File: config.mk
export PLATFORM = sky130hd
export DESIGN_NAME = u712_bus_sizer
export DESIGN_NICKNAME = d
export VERILOG_FILES = /design/src/rtl/u712_pkg.sv /design/src/rtl/u712_lane_mask.sv /design/src/rtl/u712_bus_sizer.sv
export SDC_FILE = /design/constraint.sdc
export NUM_CORES = 1
export LEC_CHECK = 0
export ABC_AREA = 1
export BUFFER_PORTS_ARGS = -buffer_cell sky130_fd_sc_hd__buf_2
export CAP_MARGIN = 0
export CELL_PAD_IN_SITES_DETAIL_PLACEMENT = 0
export CELL_PAD_IN_SITES_GLOBAL_PLACEMENT = 2
export CORE_MARGIN = 1
export CORE_UTILIZATION = 30
export CTS_CLUSTER_SIZE = 24
export DETAILED_ROUTE_END_ITERATION = 10
export GPL_ROUTABILITY_DRIVEN = 0
export PLACE_DENSITY_LB_ADDON = 0.1
export SLEW_MARGIN = 20
export SYNTH_ARGS = -nofsm -noshare
export SYNTH_HDL_FRONTEND = slang
export SYNTH_SLANG_ARGS = --single-unit
File: constraint.sdc
create_clock -name CLK40 -period 3.1 [get_ports CLK40]
set_clock_uncertainty 0.2 [all_clocks]
set_input_delay 0.31 -clock CLK40 [delete_from_list [all_inputs] [get_ports CLK40]]
set_output_delay 0.31 -clock CLK40 [all_outputs]
set_load 0.01 [all_outputs]
File: src/rtl/u712_pkg.sv
// Shared definitions for the u712 dynamic bus sizer: 68040 SIZ codes,
// sequencer states and operand length decode.
package u712_pkg;

    localparam logic [1:0] SIZ_LONG = 2'b00;
    localparam logic [1:0] SIZ_BYTE = 2'b01;
    localparam logic [1:0] SIZ_WORD = 2'b10;
    localparam logic [1:0] SIZ_LINE = 2'b11;

    typedef enum logic [1:0] {
        ST_IDLE,
        ST_ISSUE,
        ST_WAIT,
        ST_FIN
    } state_t;

    function automatic logic [4:0] siz_len(input logic [1:0] siz);
        logic [4:0] len;
        case (siz)
            SIZ_BYTE: len = 5'd1;
            SIZ_WORD: len = 5'd2;
            SIZ_LINE: len = 5'd16;
            default:  len = 5'd4;
        endcase
        return len;
    endfunction

endpackage

File: src/rtl/u712_lane_mask.sv
// Active-low host lane enables for a beat of i_chunk bytes starting at i_addr;
// lane indices wrap modulo HOST_BYTES.
module u712_lane_mask #(
    parameter int HOST_BYTES = 4
) (
    input  logic [3:0]            i_addr,
    input  logic [3:0]            i_chunk,
    output logic [HOST_BYTES-1:0] o_ben
);

    genvar gi;
    generate
        for (gi = 0; gi < HOST_BYTES; gi++) begin : g_lane
            logic [3:0] w_off;
            // Distance of this lane from the beat's first lane, modulo HOST_BYTES.
            assign w_off       = (4'(gi) - i_addr) & 4'(HOST_BYTES - 1);
            assign o_ben[gi]   = (w_off >= i_chunk);
        end
    endgenerate

endmodule

File: src/rtl/u712_bus_sizer.sv
// Splits one CPU operand request into port-aligned beats for a narrower
// target port and handshakes each beat, reporting DONE/ERR at the end.
module u712_bus_sizer
    import u712_pkg::*;
#(
    parameter int HOST_BYTES = 4,
    parameter int PORT_BYTES = 2,
    parameter int TIMEOUT    = 64
) (
    input  logic                  CLK40,
    input  logic                  RESET,
    input  logic                  REQ,
    input  logic [1:0]            SIZ,
    input  logic [3:0]            A,
    output logic                  BUSY,
    output logic                  PORT_START,
    output logic [3:0]            PORT_A,
    output logic [HOST_BYTES-1:0] PORT_BEn,
    input  logic                  PORT_ACK,
    input  logic                  PORT_BERR,
    output logic                  DONE,
    output logic                  ERR
);

    localparam int CW = $clog2(TIMEOUT + 1);

    state_t                r_state;
    logic [3:0]            r_addr;
    logic [4:0]            r_rem;
    logic [3:0]            r_chunk;
    logic [CW-1:0]         r_cnt;
    logic                  r_busy;
    logic                  r_start;
    logic [3:0]            r_port_a;
    logic [HOST_BYTES-1:0] r_ben;
    logic                  r_done;
    logic                  r_err;

    logic [3:0]            w_naddr;
    logic [4:0]            w_nrem;
    logic [4:0]            w_room;
    logic [3:0]            w_nchunk;
    logic [HOST_BYTES-1:0] w_mask;

    // Address/remaining of the next beat: from the request in IDLE, else advanced past the current beat.
    always_comb begin
        w_naddr = r_addr + r_chunk;
        w_nrem  = r_rem - {1'b0, r_chunk};
        if (r_state == ST_IDLE) begin
            w_naddr = (SIZ == SIZ_LINE) ? {A[3:2], 2'b00} : A;
            w_nrem  = siz_len(SIZ);
        end
    end

    assign w_room   = 5'(PORT_BYTES) - {1'b0, (w_naddr & 4'(PORT_BYTES - 1))};
    assign w_nchunk = (w_nrem < w_room) ? w_nrem[3:0] : w_room[3:0];

    u712_lane_mask #(
        .HOST_BYTES(HOST_BYTES)
    ) u_lane_mask (
        .i_addr (w_naddr),
        .i_chunk(w_nchunk),
        .o_ben  (w_mask)
    );

    always_ff @(posedge CLK40 or posedge RESET) begin
        if (RESET) begin
            r_state  <= ST_IDLE;
            r_addr   <= '0;
            r_rem    <= '0;
            r_chunk  <= '0;
            r_cnt    <= '0;
            r_busy   <= 1'b0;
            r_start  <= 1'b0;
            r_port_a <= '0;
            r_ben    <= '1;
            r_done   <= 1'b0;
            r_err    <= 1'b0;
        end else begin
            case (r_state)
                ST_IDLE: begin
                    r_done <= 1'b0;
                    r_err  <= 1'b0;
                    if (REQ) begin
                        r_state  <= ST_ISSUE;
                        r_busy   <= 1'b1;
                        r_start  <= 1'b1;
                        r_addr   <= w_naddr;
                        r_rem    <= w_nrem;
                        r_chunk  <= w_nchunk;
                        r_port_a <= w_naddr;
                        r_ben    <= w_mask;
                        r_cnt    <= '0;
                    end
                end
                ST_ISSUE: begin
                    r_start <= 1'b0;
                    r_cnt   <= '0;
                    r_state <= ST_WAIT;
                end
                ST_WAIT: begin
                    if (PORT_BERR) begin
                        r_state <= ST_FIN;
                        r_done  <= 1'b1;
                        r_err   <= 1'b1;
                        r_busy  <= 1'b0;
                        r_ben   <= '1;
                        r_cnt   <= '0;
                    end else if (PORT_ACK) begin
                        r_cnt  <= '0;
                        r_addr <= w_naddr;
                        r_rem  <= w_nrem;
                        if (w_nrem == 5'd0) begin
                            r_state <= ST_FIN;
                            r_done  <= 1'b1;
                            r_err   <= 1'b0;
                            r_busy  <= 1'b0;
                            r_ben   <= '1;
                        end else begin
                            r_state  <= ST_ISSUE;
                            r_start  <= 1'b1;
                            r_chunk  <= w_nchunk;
                            r_port_a <= w_naddr;
                            r_ben    <= w_mask;
                        end
                    end else if (r_cnt == CW'(TIMEOUT - 1)) begin
                        r_state <= ST_FIN;
                        r_done  <= 1'b1;
                        r_err   <= 1'b1;
                        r_busy  <= 1'b0;
                        r_ben   <= '1;
                        r_cnt   <= '0;
                    end else begin
                        r_cnt <= r_cnt + 1'b1;
                    end
                end
                ST_FIN: begin
                    r_done  <= 1'b0;
                    r_err   <= 1'b0;
                    r_state <= ST_IDLE;
                end
                default: r_state <= ST_IDLE;
            endcase
        end
    end

    assign BUSY       = r_busy;
    assign PORT_START = r_start;
    assign PORT_A     = r_port_a;
    assign PORT_BEn   = r_ben;
    assign DONE       = r_done;
    assign ERR        = r_err;

endmodule

==> flow_metrics.tcl <==
set metrics [dict create \
    syn_area_um2 2200 \
    wirelength_mm 5.62 \
    grt_pass1_wl_mm 9.54 \
    grt_pass1_vias 1934 \
    grt_max_degree 35 \
    clock_path_buffers 2 \
    clk_pin_slew_ns 0.08 \
    dr.pass1.iters 4 \
    worst-path-buf-inv 11 \
    cts_tree "done" \
    clkLatencyLatePin_ns 0.28 \
    hp-class "in -> reg" \
    startpoint "r_rem[0]" \
    timing.final.crit_share_pct 99.0 \
    placed_cells 410 \
    gr-total-overflow 0 \
    ys_async_sr_fraction_pct 100 \
    ys.flop_type "dfrtp_1" \
    arrival_ns 3.09 \
    rows 30 \
    synth_warnings 0 \
    ys_ff_latch 34 \
    yosysSeqAreaShare_pct 39.0 \
    outcome "complete, no violations" \
    crit_type "reg -> reg" \
    timing.final.hold_violations 0 \
    r2r_slack_ns 0.03 \
    setup_violations 0 \
    maxCapViolations 0 \
    fill_cells 747 \
    synth_cell_types 30 \
    layout.cells.non_filler 429 \
    worst_slack_ns 0.0311 \
    cts_buffers 5 \
    slowest_stage "fa_1" \
    fp.dieH_um 87.6 \
    timing.final.crit_period_ns 3.07 \
    cts_num_sinks 34 \
    hp-start "PORT_BERR" \
    synth_top_area_cell "dfrtp_1" \
    diodes 0 \
    syn_nets 311 \
    grt_usage_pct 16.4 \
    h-tree-depth 2 \
    start_kind "flip-flop" \
    timing.fmax_ghz 0.326 \
    via_per_inst 4.45 \
    portBuffers 22 \
    synthToLayoutAreaGrowth_pct 27.1 \
    preCtsSetupSlack_ns -0.138 \
    worstPathCellList "inv_1, ha_2, inv_2, fa_1, o21ai_2, inv_2, buf_4, buf_4, buf_4, buf_4, buf_4, buf_4, nand3_2, nand2_2, inv_2, ha_4, a21o_1, o22ai_2, inv_1" \
    critPathMaxFanout 2 \
    drive_gt1_share_pct 31.2 \
    root_buffer "clkbuf_8" \
    relSlewSlack_pct 62.5 \
    max_stage_delay_ns 0.45 \
    synth_edf_count 0 \
    die_area_um2 7670 \
    dp_hpwl_mm 4.01 \
    postSynthCellCount 281 \
    rsz0062_at_grt "yes" \
    whs_ns 0.119 \
    drc 0 \
    antenna_found_initial 0 \
    wl_per_cell_um 13.1 \
    start_util_pct 31.6 \
    ant_nets 0 \
    drt_iter0_markers 65 \
    critPathRequiredTime_ns 3.12 \
    fin_nets 362 \
    synth.top_cell.area_share_pct 34.2 \
    critPathTopFamily "buffers and inverters" \
    num_io_pins 23 \
    die_w_um 87.6 \
    slew_viol_final 0 \
    syn_avg_cell_area_um2 7.81 \
    timing.rr.start "r_rem[0]" \
    num_vias 1907 \
    ys_top_cells_by_area "dfrtp_1 (34%), nand2_1 (13%), ha_1 (9.7%), inv_1 (6.7%), nand3_1 (5.5%)" \
    end_kind "flip-flop" \
    worst_slew_pin_slew_ns 0.561 \
    cp_common_cell "buf_4" \
    core_area_um2 6940 \
]
-- tightest hold or removal path, cell delays in order --
cell	delay, ns
buf_2	0.09
nor3_2	0.05
nand3_1	0.07
nand2_1	0.04
-- synth_stat cells, types with 3 or more instances --
cell / instances
nand2_1: 75
o21ai_0: 16
o21ai_2: 5
inv_1: 39
nand3_1: 24
ha_1: 17
xnor2_1: 3
dfstp_2: 4
dfrtp_1: 30
nor2_1: 31
nand2_2: 5
a21oi_1: 4
nand2_4: 3
xor2_1: 3
-- path summary, 6_finish.rpt --
| kind | end | cells past startpoint |
|---|---|---|
| max | PORT_BEn[2] | 19 |
| min | r_cnt[1] | 4 |
| max reg2reg | PORT_BEn[2] | 19 |
| min reg2reg | DONE | 2 |
| max in group asynchronous | PORT_BEn[1] | 4 |
| min in group asynchronous | PORT_A[1] | 4 |
-- cell type report --
cell class	count	area (µm²)	share of cell area (%)
clock buffer	7	86.3	3.09
clock inverter	1	5.00	0.179
inverter	41	156	5.60
multi-input combinational	203	1270	45.4
sequential	34	856	30.7
tap	96	120	4.30
timing repair buffer	47	300	10.8
-- state kept, by name, indices dropped and copies added (netlist names) --
| register | flops |
|---|---|
| BUSY | 1 |
| DONE | 1 |
| ERR | 1 |
| PORT_A | 4 |
| PORT_BEn | 4 |
| PORT_START | 1 |
| r_addr | 4 |
| r_chunk | 4 |
| r_cnt | 7 |
| r_rem | 5 |
| r_state | 2 |
-- metal layers --
metal | up-vias | part of all wire [%] | global-route usage [%] | wire length [µm]
li1 | 988 | - | - | -
met2 | 26 | 46 | 25.1 | 2560
met3 | 4 | 2.5 | 2.83 | 142
met5 | - | 0 | 0 | 0
met4 | 0 | 0.89 | 4.92 | 50
met1 | 889 | 51 | 23.8 | 2860
-- layout by cell type, fill, tap and decap left out, types with 4 or more instances in the layout --
cell	count
buf_2	22
buf_4	24
clkbuf_8	6
dfrtp_1	30
dfstp_2	4
ha_1	13
inv_1	34
inv_2	6
nand2_1	69
nand2_2	9
nand2_4	5
nand3_1	20
nand3_2	4
nor2_1	27
nor2_2	5
o21ai_0	16
o21ai_2	6
-- timing repair --
action	in CTS	in global routing
endpoints found under the hold margin	30	0
pin swaps	18	18
hold buffers	1	0
setup buffers	8	2
setup endpoints to repair	4	4
gates resized for setup	10	19
-- through the flow --
stage	util, %	instance area (µm²)	TNS, ns
2_1_floorplan	-	2200	0
3_3_place_gp	36.1	2500	-0.161
3_5_place_dp	36.1	2500	-0.435
4_1_cts	38.9	2700	-0.0711
5_1_grt	40.2	2790	-0.266
6_report	40.2	2790	0
-- cell families (layout without fill, tap and decap cells) --
kind of cell / Yosys count / after routing / synth area share [%]
DFF: 34 / 34 / 39.0
xor gates and xnor gates: 6 / 6 / 2.39
AOI/OAI and AO/OA: 32 / 32 / 9.17
and+or+nand+nor: 146 / 146 / 29.7
buffers and inverters: 44 / 96 / 8.21
adders and majority gates: 19 / 19 / 11.5
Power is left out: the tool's default activity adds up to more than one toggle a clock period on the data nets, which glitch-free logic cannot reach.
